$ cat config.mk
export PLATFORM = sky130hd
export DESIGN_NAME = privacy_sram_ctrl
export DESIGN_NICKNAME = d
export VERILOG_FILES = /design/src/rtl/privacy_sram_pkg.sv /design/src/rtl/privacy_sram_wl_dec.sv /design/src/rtl/privacy_sram_ctrl.sv
export SDC_FILE = /design/constraint.sdc
export NUM_CORES = 1
export LEC_CHECK = 0
export BUFFER_PORTS_ARGS = -buffer_cell sky130_fd_sc_hd__buf_2
export CELL_PAD_IN_SITES_DETAIL_PLACEMENT = 1
export CELL_PAD_IN_SITES_GLOBAL_PLACEMENT = 1
export CORE_MARGIN = 5
export CORE_UTILIZATION = 24
export CTS_CLUSTER_DIAMETER = 200
export CTS_CLUSTER_SIZE = 40
export DETAILED_ROUTE_END_ITERATION = 12
export PLACE_DENSITY_LB_ADDON = 0.15
export REMOVE_ABC_BUFFERS = 1
export SYNTH_ARGS = -nofsm -noshare
export SYNTH_HDL_FRONTEND = slang
export SYNTH_SLANG_ARGS = --single-unit
export TNS_END_PERCENT = 5
$ cat constraint.sdc
create_clock -name wb_clk_i -period 1.5 [get_ports wb_clk_i]
set_clock_uncertainty 0.2 [all_clocks]
set_input_delay 0.3 -clock wb_clk_i [delete_from_list [all_inputs] [get_ports wb_clk_i]]
set_output_delay 0.3 -clock wb_clk_i [all_outputs]
set_load 0.01 [all_outputs]
$ cat src/rtl/privacy_sram_pkg.sv
// privacy_sram_pkg: shared FSM state type and default parameters
// for the privacy SRAM controller and its wordline decoder.
package privacy_sram_pkg;
    typedef enum logic [1:0] {S_IDLE, S_PRE, S_ACC, S_DONE} state_t;
    localparam int DEF_DATA_W  = 10;
    localparam int DEF_ROWS    = 64;
    localparam int DEF_PRE_CYC = 1;
    localparam int DEF_ACC_CYC = 2;
endpackage

$ cat src/rtl/privacy_sram_wl_dec.sv
// privacy_sram_wl_dec: row address to one-hot wordline decode;
// addresses at or beyond ROWS match no row and give an all-zero wl.
module privacy_sram_wl_dec
    import privacy_sram_pkg::*;
#(
    parameter int ROWS   = DEF_ROWS,
    parameter int ADDR_W = $clog2(ROWS)
) (
    input  logic [ADDR_W-1:0] i_addr,
    input  logic              i_en,
    output logic [ROWS-1:0]   o_wl
);
    for (genvar r = 0; r < ROWS; r++) begin : g_row
        assign o_wl[r] = i_en && (i_addr == ADDR_W'(r));
    end
endmodule

$ cat src/rtl/privacy_sram_ctrl.sv
// privacy_sram_ctrl: precharge/access sequencer for an SRAM macro with one-cycle response pulse.
// Define PRIVACY_ZEROIZE_EN to enable the zero_req full-array wipe sweep.
module privacy_sram_ctrl
    import privacy_sram_pkg::*;
#(
    parameter int DATA_W  = DEF_DATA_W,
    parameter int ROWS    = DEF_ROWS,
    parameter int PRE_CYC = DEF_PRE_CYC,
    parameter int ACC_CYC = DEF_ACC_CYC
) (
    input  logic                     wb_clk_i,
    input  logic                     wb_rst_n,
    input  logic                     req_valid,
    output logic                     req_ready,
    input  logic                     req_we,
    input  logic [$clog2(ROWS)-1:0]  req_addr,
    input  logic [DATA_W-1:0]        req_wdata,
    output logic                     rsp_valid,
    output logic [DATA_W-1:0]        rsp_rdata,
    input  logic                     zero_req,
    output logic                     zero_busy,
    output logic                     pre_b,
    output logic [ROWS-1:0]          wl,
    output logic                     rd_en,
    output logic                     wr_en,
    output logic [DATA_W-1:0]        arr_din,
    input  logic [DATA_W-1:0]        arr_dout
);
    localparam int ADDR_W  = $clog2(ROWS);
    localparam int CNT_MAX = (PRE_CYC > ACC_CYC) ? PRE_CYC : ACC_CYC;
    localparam int CNT_W   = $clog2(CNT_MAX + 1);

    state_t              r_state, w_next;
    logic [CNT_W-1:0]    r_cnt;
    logic                r_we, r_zero;
    logic [ADDR_W-1:0]   r_addr;
    logic [DATA_W-1:0]   r_wdata, r_rdata;
    logic [ROWS-1:0]     w_wl;
    logic                w_zstart, w_accept, w_pre_last, w_acc_last, w_zero_more, w_in_range, w_acc;

`ifdef PRIVACY_ZEROIZE_EN
    assign w_zstart = (r_state == S_IDLE) && zero_req;
`else
    logic w_unused;
    assign w_unused = zero_req;
    assign w_zstart = 1'b0;
`endif

    assign req_ready   = wb_rst_n && (r_state == S_IDLE) && !w_zstart;
    assign w_accept    = req_ready && req_valid;
    assign w_pre_last  = r_cnt == CNT_W'(PRE_CYC - 1);
    assign w_acc_last  = r_cnt == CNT_W'(ACC_CYC - 1);
    assign w_zero_more = r_zero && (r_addr != ADDR_W'(ROWS - 1));
    assign w_acc       = r_state == S_ACC;
    assign w_in_range  = |w_wl;

    privacy_sram_wl_dec #(.ROWS(ROWS), .ADDR_W(ADDR_W)) u_wl_dec (
        .i_addr (r_addr),
        .i_en   (w_acc),
        .o_wl   (w_wl)
    );

    always_comb begin
        w_next = r_state;
        unique case (r_state)
            S_IDLE:  w_next = (w_zstart || w_accept) ? S_PRE : S_IDLE;
            S_PRE:   w_next = w_pre_last ? S_ACC : S_PRE;
            S_ACC:   w_next = w_acc_last ? (w_zero_more ? S_PRE : S_DONE) : S_ACC;
            default: w_next = S_IDLE;
        endcase
    end

    assign wl        = w_wl;
    assign pre_b     = r_state != S_PRE;
    assign rd_en     = w_acc && !r_we;
    assign wr_en     = w_acc && r_we;
    assign arr_din   = (w_acc && r_we) ? r_wdata : '0;
    assign rsp_valid = r_state == S_DONE;
    assign rsp_rdata = (r_state == S_DONE) ? r_rdata : '0;
    assign zero_busy = r_zero;

    always_ff @(posedge wb_clk_i) begin
        if (!wb_rst_n) begin
            r_state <= S_IDLE;
            r_cnt   <= '0;
            r_zero  <= 1'b0;
            r_we    <= 1'b0;
            r_addr  <= '0;
            r_wdata <= '0;
            r_rdata <= '0;
        end else begin
            r_state <= w_next;
            r_cnt   <= (w_next == r_state) ? r_cnt + 1'b1 : '0;
            if (w_zstart) begin
                r_zero  <= 1'b1;
                r_we    <= 1'b1;
                r_addr  <= '0;
                r_wdata <= '0;
            end else if (w_accept) begin
                r_we    <= req_we;
                r_addr  <= req_addr;
                r_wdata <= req_wdata;
            end
            // Out-of-range reads see no wordline, so they return zero.
            if (w_acc && w_acc_last) begin
                r_rdata <= (!r_we && w_in_range) ? arr_dout : '0;
                if (w_zero_more)
                    r_addr <= r_addr + 1'b1;
            end
            if (r_state == S_DONE)
                r_zero <= 1'b0;
        end
    end
endmodule

==> out/summary.txt, run 1 <==
status = complete, but fails checks
violated checks = setup timing
die height = 96.92 µm
Initial Util = 0.2486
Max FO, Critical Path = 8
min-delay worst type = input port to flop
largest net degree at the start of global routing = 35
Clk network pwr share = 0.312
DRC Markers = 0
fill count = 967
GR Util All Layers = 0.1427
Hold Path Sink = r_wdata[4]$_SDFFE_PN0P_
vias = 2259
Total Nets Final = 440
met3 usage = 0.04101
flops & latches, synth = 31
reg2reg start = r_state[0]$_SDFF_PN0_
CTS sink cnt = 31
min-delay src = req_wdata[4]
Sw Ratio = 0.3013
TritonCTS Buffers = 5
final setup fails = 115
Max Fclk = 496.6 MHz
die area = 0.009393 mm²
Syn Inst Count = 271
setup bufs post-CTS = 0
crit path kind = flop to primary output
Hold Vio Cnt, Final = 0
post-synth top area share = 0.3423
crit path launch = r_state[0]$_SDFF_PN0_
mapped cell area = 0.001813 mm²
layout cells sized above 1 = 0.4644
fin crit period = 2.014 ns
CP startpoint kind = flop
Switch Pwr = 0.6529 mW
IO Port Bufs = 118
Placeable Area = 0.007292 mm²
Synth area leader = dfxtp_1
R2R Setup Slk = -0.04 ns
Final Cell Area = 0.002990 mm²
max-slew violation count = 0
worst endpoint required time = 1.00 ns
Distinct cells, synth = 32
initial DRC count = 50
FP Rows = 31
Placer Congestion = 0.7389
Internal = 1.514 mW
routed len/inst = 13.92 µm
DRT antenna net count = 0
Post-synth EDFFs = 0
slack of the critical path = -0.5139 ns
met1 Use GR = 0.1789
most frequent cells in the layout = 109 x buf_2, 55 x nand2_1, 55 x nor2_1
syn avg cell area = 6.690 µm²
global-route wire length before repair = 11410 µm
hold path depth = 3
reg2reg path depth = 5
power density over cell area = 724.6 mW/mm²
gr ovfl total = 0
Pleak = 1.480 nW
# placed instances = 496
Root Driver = clkbuf_8
post-layout util = 0.4101
Area growth, synth to finish = 64.94%
clk buf depth = 2
Via density = 4.464
worst-skew pair later-pin latency = 0.28 ns
vias in the first global route = 2267
TritonCTS clock tree = yes
GRT met2 Usage = 0.2399
combinational share of power = 0.259
Async S/R FF share, synth = 0
Max VDD drop = 449.3 µV
commonest non-fill, non-tap cell in the layout = buf_2
clock slew at reported path FFs = 0.07 ns
Pre-antenna DRT Iters = 4
grt peak-use layer = met2
Die X = 96.92 µm
Routed WL = 7042 µm
sequential area share after synthesis = 0.3423
# IOs = 121
worst path arrival time = 1.51 ns
# diodes = 0
Setup WS pre-CTS = -0.2303 ns
H-tree depth = 2
antenna violations before repair = 0
Area after DPL = 0.002680 mm²
Critical R2R Capture = r_addr[0]$_SDFFE_PN0P_
post-DP HPWL = 5215 µm
Max-Cap Viols = 0
synth warn = 0
Synth area leaders = dfxtp_1 34%, nor2_1 14%, nand2_1 11%
unrepaired setup endpoints after global routing = true
Main synth FF type = dfxtp_1
Final period util = 1.343
register share of total power = 0.429
Layout Cells excl Fill = 506
endpoint type of the worst setup path = primary output
## metrics by stage
| step | TNS, ns | total power, mW | hold slack [ns] |
|---|---|---|---|
| finish | -35.94 | 2.167 | 0.01397 |
| global route | -44.93 | 2.311 | 0.02308 |
| CTS | -37.52 | 2.161 | 0.002215 |
| detailed placement | -13.62 | 1.441 | 0.2473 |
| global placement | -10.80 | 1.428 | 0.2397 |
| floorplan | -23.98 | 1.161 | 0.2086 |
## metal layers
metal / share of wire / up-vias
met4: 0.012 / 0
met1: 0.45 / 1024
met2: 0.48 / 73
li1: - / 1153
met5: 0 / -
met3: 0.059 / 9
## flip-flops by register name (all words and copies together) (netlist names)
register	flops
r_wdata	10
r_rdata	10
r_we	1
r_cnt	2
r_state	2
r_addr	6
## worst max-delay path, cell delays in order, from the launching register on
cell	delay [ns]
dfxtp_2	0.32
nand2b_4	0.13
or3_4	0.40
buf_12	0.17
nor2_4	0.11
buf_6	0.11
## power by group through the flow
stage / logic, mW / registers [mW] / clock network [mW]
floorplan: 0.198 / 0.963 / 0
CTS: 0.520 / 0.926 / 0.715
global placement: 0.489 / 0.939 / 0
detailed placement: 0.499 / 0.943 / 0
global route: 0.627 / 0.940 / 0.744
finish: 0.561 / 0.930 / 0.675
## how the worst max path moves through the flow
stage | end | cells after the start
2_1_floorplan | wl[48] | 3
3_3_place_gp | wl[15] | 5
3_5_place_dp | wl[5] | 5
4_1_cts | wl[5] | 5
5_1_grt | wl[6] | 5
6_report | wl[6] | 5
## cells in the mapped netlist (3+ instances only)
library cell	n
and3_1	20
buf_2	6
clkbuf_1	13
dfxtp_1	31
inv_1	3
nand2_1	55
nand3_1	8
nand4b_1	10
nor2_1	67
nor2b_1	4
o21ai_0	27
## layout make-up
type | instances | area [µm²] | share of cell area
clock inverters | 1 | 5.005 | 0.001674
clock buffers | 6 | 82.58 | 0.02762
well taps | 99 | 123.9 | 0.04142
multi-input cells | 214 | 1169 | 0.3908
inverters | 3 | 11.26 | 0.003766
flip-flops and latches | 31 | 626.9 | 0.2096
repair buffers | 152 | 972.2 | 0.3251
## logic make-up after synthesis
kind of cell,count (synthesis),share of synthesized area
flip-flops,31,0.3423
AO/OA/AOI/OAI,31,0.09041
buffers and inverters,26,0.07108
adder cells (fa/ha/maj),2,0.01380
other,1,0.002068
AND/OR/NAND/NOR,180,0.4803
## timing repair
action | 4_1_cts | 5_1_grt
endpoints found under the hold margin | 2 | 0
gates resized for setup | 14 | 46
hold buffers | 2 | 0
cloned | 0 | 1
pin swaps | 9 | 17
endpoints found under the setup margin | 119 | 119
Power figures use the tool's default switching activity.
==> run 2: changes to the inputs <==
PLACE_DENSITY = 0.73   (was default)
PLACE_DENSITY_LB_ADDON = default   (was 0.15)
SETUP_SLACK_MARGIN = 0.1   (was default)
==> out/summary.txt, run 2 (same netlist as run 1, synthesis figures left out) <==
worst path arrival time = 1.51 ns (about the same)
FP Rows = 31 (unchanged)
Die X = 96.92 µm (unchanged)
reg2reg start = r_state[0]$_SDFF_PN0_
commonest non-fill, non-tap cell in the layout = buf_2
Hold Vio Cnt, Final = 0 (unchanged)
Pre-antenna DRT Iters = 4 (unchanged)
Max-Cap Viols = 0 (unchanged)
TNS Setup = -34.67 ns (+1.275 ns)
hold_ws = 0.01728 ns (+0.003312 ns)
gr ovfl total = 0 (unchanged)
clk buf depth = 2 (unchanged)
min-delay src = req_wdata[2]
TritonCTS Buffers = 5 (unchanged)
most frequent cells in the layout = 115 x buf_2, 55 x nand2_1, 49 x nor2_1
IO Port Bufs = 118 (unchanged)
layout cells sized above 1 = 0.4878 (+0.02343)
biggest regs = r_rdata: 10 flops, r_wdata: 10 flops, r_addr: 6 flops
Max FO, Critical Path = 6 (-2)
clock slew at reported path FFs = 0.07 ns (about the same)
unrepaired setup endpoints after global routing = true
routed len/inst = 14.31 µm (+2.8%)
Via density = 4.582 (+2.6%)
Total Nets Final = 442 (+0.45%)
Placeable Area = 0.007292 mm² (unchanged)
power density over cell area = 709.5 mW/mm² (-2.1%)
Placer Congestion = 0.7745 (+4.8%)
# IOs = 121 (unchanged)
worst endpoint required time = 1.00 ns (about the same)
Routed WL = 7285 µm (+3.5%)
endpoint type of the worst setup path = primary output
Area growth, synth to finish = 64.80% (about the same)
Final period util = 1.341 (about the same)
initial DRC count = 67 (+34%)
fin crit period = 2.012 ns (-0.001722 ns)
final setup fails = 104 (-9.6%)
DRT antenna net count = 0 (unchanged)
# diodes = 0 (unchanged)
CTS sink cnt = 31 (unchanged)
Max Fclk = 497.0 MHz (about the same)
global-route wire length before repair = 11420 µm (about the same)
Pleak = 1.524 nW (+2.9%)
crit path launch = r_state[0]$_SDFF_PN0_
status = complete, but fails checks
Initial Util = 0.2486 (unchanged)
post-DP HPWL = 5427 µm (+4.1%)
Max VDD drop = 373.3 µV (-17%)
violated checks = setup timing
worst-skew pair later-pin latency = 0.28 ns (about the same)
DRC Markers = 0 (unchanged)
largest net degree at the start of global routing = 31 (-11%)
min-delay worst type = input port to flop
crit path kind = flop to primary output
die area = 0.009393 mm² (unchanged)
TritonCTS clock tree = yes
antenna violations before repair = 0 (unchanged)
die height = 96.92 µm (unchanged)
CP startpoint kind = flop
slack of the critical path = -0.5122 ns (+0.001722 ns)
vias = 2332 (+3.2%)
vias in the first global route = 2413 (+6.4%)
GR Util All Layers = 0.1424 (-0.0003207)
max-slew violation count = 0 (unchanged)
Root Driver = clkbuf_8
H-tree depth = 2 (unchanged)
==> run 2: cell types whose count changed in the layout (fill, tap and decap cells not counted), sizes merged <==
| cell | previous run | this run |
|---|---|---|
| dlygate4sd3 | 2 | 0 |
| buf | 150 | 153 |
| clkbuf | 6 | 8 |
==> run 2: final timing paths <==
path | to | slack, ns | depth (start not counted)
setup / recovery | wl[32] | -0.51 | 6
hold / removal | r_wdata[2]$_SDFFE_PN0P_ | 0.02 | 3
setup reg to reg | r_addr[1]$_SDFFE_PN0P_ | -0.04 | 6
hold reg to reg | r_rdata[7]$_SDFFE_PN0P_ | 0.25 | 2
==> run 2: critical path, cell delays in order (launching register included) <==
cell	delay, ns
dfxtp_2	0.32
buf_6	0.12
nor2b_4	0.19
nand3b_4	0.15
clkbuf_16	0.19
nor2_1	0.10
buf_2	0.16
==> run 2: per-layer routing <==
layer,track usage,vias up,part of all wire
li1,-,1157,-
met1,0.1633,1081,0.42
met2,0.2654,90,0.51
met3,0.03237,4,0.066
met4,0.03348,0,0.0074
met5,0,-,0
==> run 2: final cells by class <==
| type | count | area (µm²) |
|---|---|---|
| timing repair buffer | 154 | 982.2 |
| multi-input combinational | 214 | 1160 |
| sequential | 31 | 629.4 |
| inverter | 3 | 11.26 |
| tap | 99 | 123.9 |
| clock buffer | 7 | 76.32 |
| fill | 952 | 4304 |
| clock inverter | 1 | 5.005 |
==> run 2: power by group <==
group	switching, mW	total, mW	internal (mW)
Clock	0.297	0.622	0.325
Sequential	0.0431	0.933	0.890
Combinational	0.299	0.565	0.266
==> run 2: through the flow <==
stage               cell area [µm²]  std cells  utilization  power [mW]  worst slack [ns]
global route                   2988        509       0.4097       2.245           -0.5827
floorplan                      1695        248            -       1.161           -0.4432
finish                         2988        509       0.4097       2.120           -0.5122
detailed placement             2708        498       0.3713       1.446           -0.2317
global placement               2708        498       0.3713       1.425           -0.1896
CTS                            2859        508       0.3921       2.120           -0.4994
==> run 2: repair_timing <==
| action | 4_1_cts | 5_1_grt |
|---|---|---|
| setup buffers | 1 | 0 |
| pin swaps | 6 | 10 |
| endpoints found under the setup margin | 119 | 119 |
| resized for setup | 24 | 38 |
| gates cloned | 1 | 1 |
| hold buffers | 0 | 0 |
==> run 3: changes to the inputs <==
HOLD_SLACK_MARGIN = 0.06   (was default)
==> out/summary.txt, run 3 (same netlist as run 1, synthesis figures left out) <==
CTS sink cnt = 31 (unchanged)
# placed instances = 498 (unchanged)
TritonCTS Buffers = 5 (unchanged)
gr ovfl total = 0 (unchanged)
Placeable Area = 0.007292 mm² (unchanged)
routed len/inst = 14.24 µm (-0.54%)
Placer Congestion = 0.7745 (unchanged)
Initial Util = 0.2486 (unchanged)
worst endpoint required time = 1.00 ns (about the same)
final setup fails = 104 (unchanged)
initial DRC count = 65 (-3.0%)
FP Rows = 31 (unchanged)
Die X = 96.92 µm (unchanged)
global-route wire length before repair = 11870 µm (+4.0%)
vias = 2406 (+3.2%)
WP buf/inv = 3 (unchanged)
max-slew violation count = 0 (unchanged)
antenna violations before repair = 0 (unchanged)
Root Driver = clkbuf_8
crit path kind = flop to primary output
fin crit period = 2.010 ns (-0.001804 ns)
Area growth, synth to finish = 74.19%
H-tree depth = 2 (unchanged)
IO Port Bufs = 118 (unchanged)
Setup WS pre-CTS = -0.2317 ns (unchanged)
status = complete, but fails checks
Layout Cells excl Fill = 526 (+3.3%)
TritonCTS clock tree = yes
crit path cell chain = buf_6 > nor2b_4 > nand3b_4 > clkbuf_16 > nor2_1 > buf_2
min-delay worst type = input port to flop
Max FO, Critical Path = 6 (unchanged)
# IOs = 121 (unchanged)
post-layout util = 0.4331 (+0.02334)
die area = 0.009393 mm² (unchanged)
slack of the critical path = -0.5104 ns (+0.001804 ns)
Final period util = 1.340 (about the same)
die height = 96.92 µm (unchanged)
Final Cell Area = 0.003158 mm² (+5.7%)
largest net degree at the start of global routing = 31 (unchanged)
Area after DPL = 0.002708 mm² (unchanged)
GR Util All Layers = 0.1481 (+0.005684)
Max-Cap Viols = 0 (unchanged)
power density over cell area = 682.7 mW/mm² (-3.8%)
TNS Setup = -34.66 ns (+0.009100 ns)
layout cells sized above 1 = 0.4684 (-0.01942)
clock slew at reported path FFs = 0.07 ns (about the same)
Max Fclk = 497.4 MHz (about the same)
Pre-antenna DRT Iters = 4 (unchanged)
CP delay by family, top = buffers and inverters
unrepaired setup endpoints after global routing = true
CP startpoint kind = flop
DRT antenna net count = 0 (unchanged)
slowest stage cell, crit path = dfxtp_2
worst path arrival time = 1.51 ns (about the same)
most frequent cells in the layout = 115 x buf_2, 55 x nand2_1, 49 x nor2_1
Total Nets Final = 459 (+3.8%)
post-DP HPWL = 5427 µm (unchanged)
clk buf depth = 2 (unchanged)
Pleak = 1.595 nW (+4.6%)
Routed WL = 7488 µm (+2.8%)
endpoint type of the worst setup path = primary output
biggest regs = r_rdata: 10 flops, r_wdata: 10 flops, r_addr: 6 flops
commonest non-fill, non-tap cell in the layout = buf_2
max incr delay on CP = 0.32 ns (about the same)
violated checks = setup timing
# diodes = 0 (unchanged)
Max VDD drop = 387.5 µV (+3.8%)
Hold Vio Cnt, Final = 0 (unchanged)
DRC Markers = 0 (unchanged)
worst-skew pair later-pin latency = 0.28 ns (about the same)
vias in the first global route = 2515 (+4.2%)
Via density = 4.574 (-0.16%)
==> run 3: worst paths after layout <==
check	start	to	slack, ns	cells after the start
setup reg to reg	r_state[0]$_SDFF_PN0_	r_addr[1]$_SDFFE_PN0P_	-0.04	6
hold / removal	arr_dout[1]	r_rdata[1]$_SDFFE_PN0P_	0.08	3
hold reg to reg	r_wdata[0]$_SDFFE_PN0P_	r_wdata[0]$_SDFFE_PN0P_	0.25	2
setup / recovery	r_state[0]$_SDFF_PN0_	wl[32]	-0.51	6
==> run 3: per-layer routing <==
| layer | up-vias | GRT usage | wire [µm] |
|---|---|---|---|
| li1 | 1192 | - | - |
| met2 | 88 | 0.2813 | 3869 |
| met1 | 1122 | 0.1667 | 3095 |
| met4 | 0 | 0.03348 | 54 |
| met3 | 4 | 0.03237 | 469 |
| met5 | - | 0 | 0 |
==> run 3: timing repair <==
item,in CTS,in global routing
pin swaps,6,10
setup buffers,1,0
setup endpoints to repair,119,119
cloned,1,1
resized for setup,24,37
hold endpoints to repair,17,0
hold buffers,17,0
==> run 3: area by class of cell <==
type                       instances  area (µm²)
fill                             937        4134
multi-input combinational        214        1160
timing repair buffer             171        1152
sequential                        31       629.4
tap                               99       123.9
clock buffer                       7       76.32
inverter                           3       11.26
clock inverter                     1       5.005
==> run 3: where the power goes <==
group / internal [mW] / total [mW] / switching (mW)
Sequential: 0.890 / 0.933 / 0.0430
Clock: 0.325 / 0.625 / 0.300
Combinational: 0.295 / 0.598 / 0.303
Total: 1.51 / 2.16 / 0.646
==> run 3: tightest hold or removal path, delay by kind of cell <==
kind	cells	cell delay, ns
compound gates	1	0.07
simple gates	1	0.08
buf+inv	1	0.07
==> run 3: through the flow <==
step	power [mW]	hold WS [ns]
finish	2.156	0.08354
global route	2.282	0.08716
CTS	2.154	0.06654
detailed placement	1.446	0.2477
global placement	1.425	0.2395
floorplan	1.161	0.2086
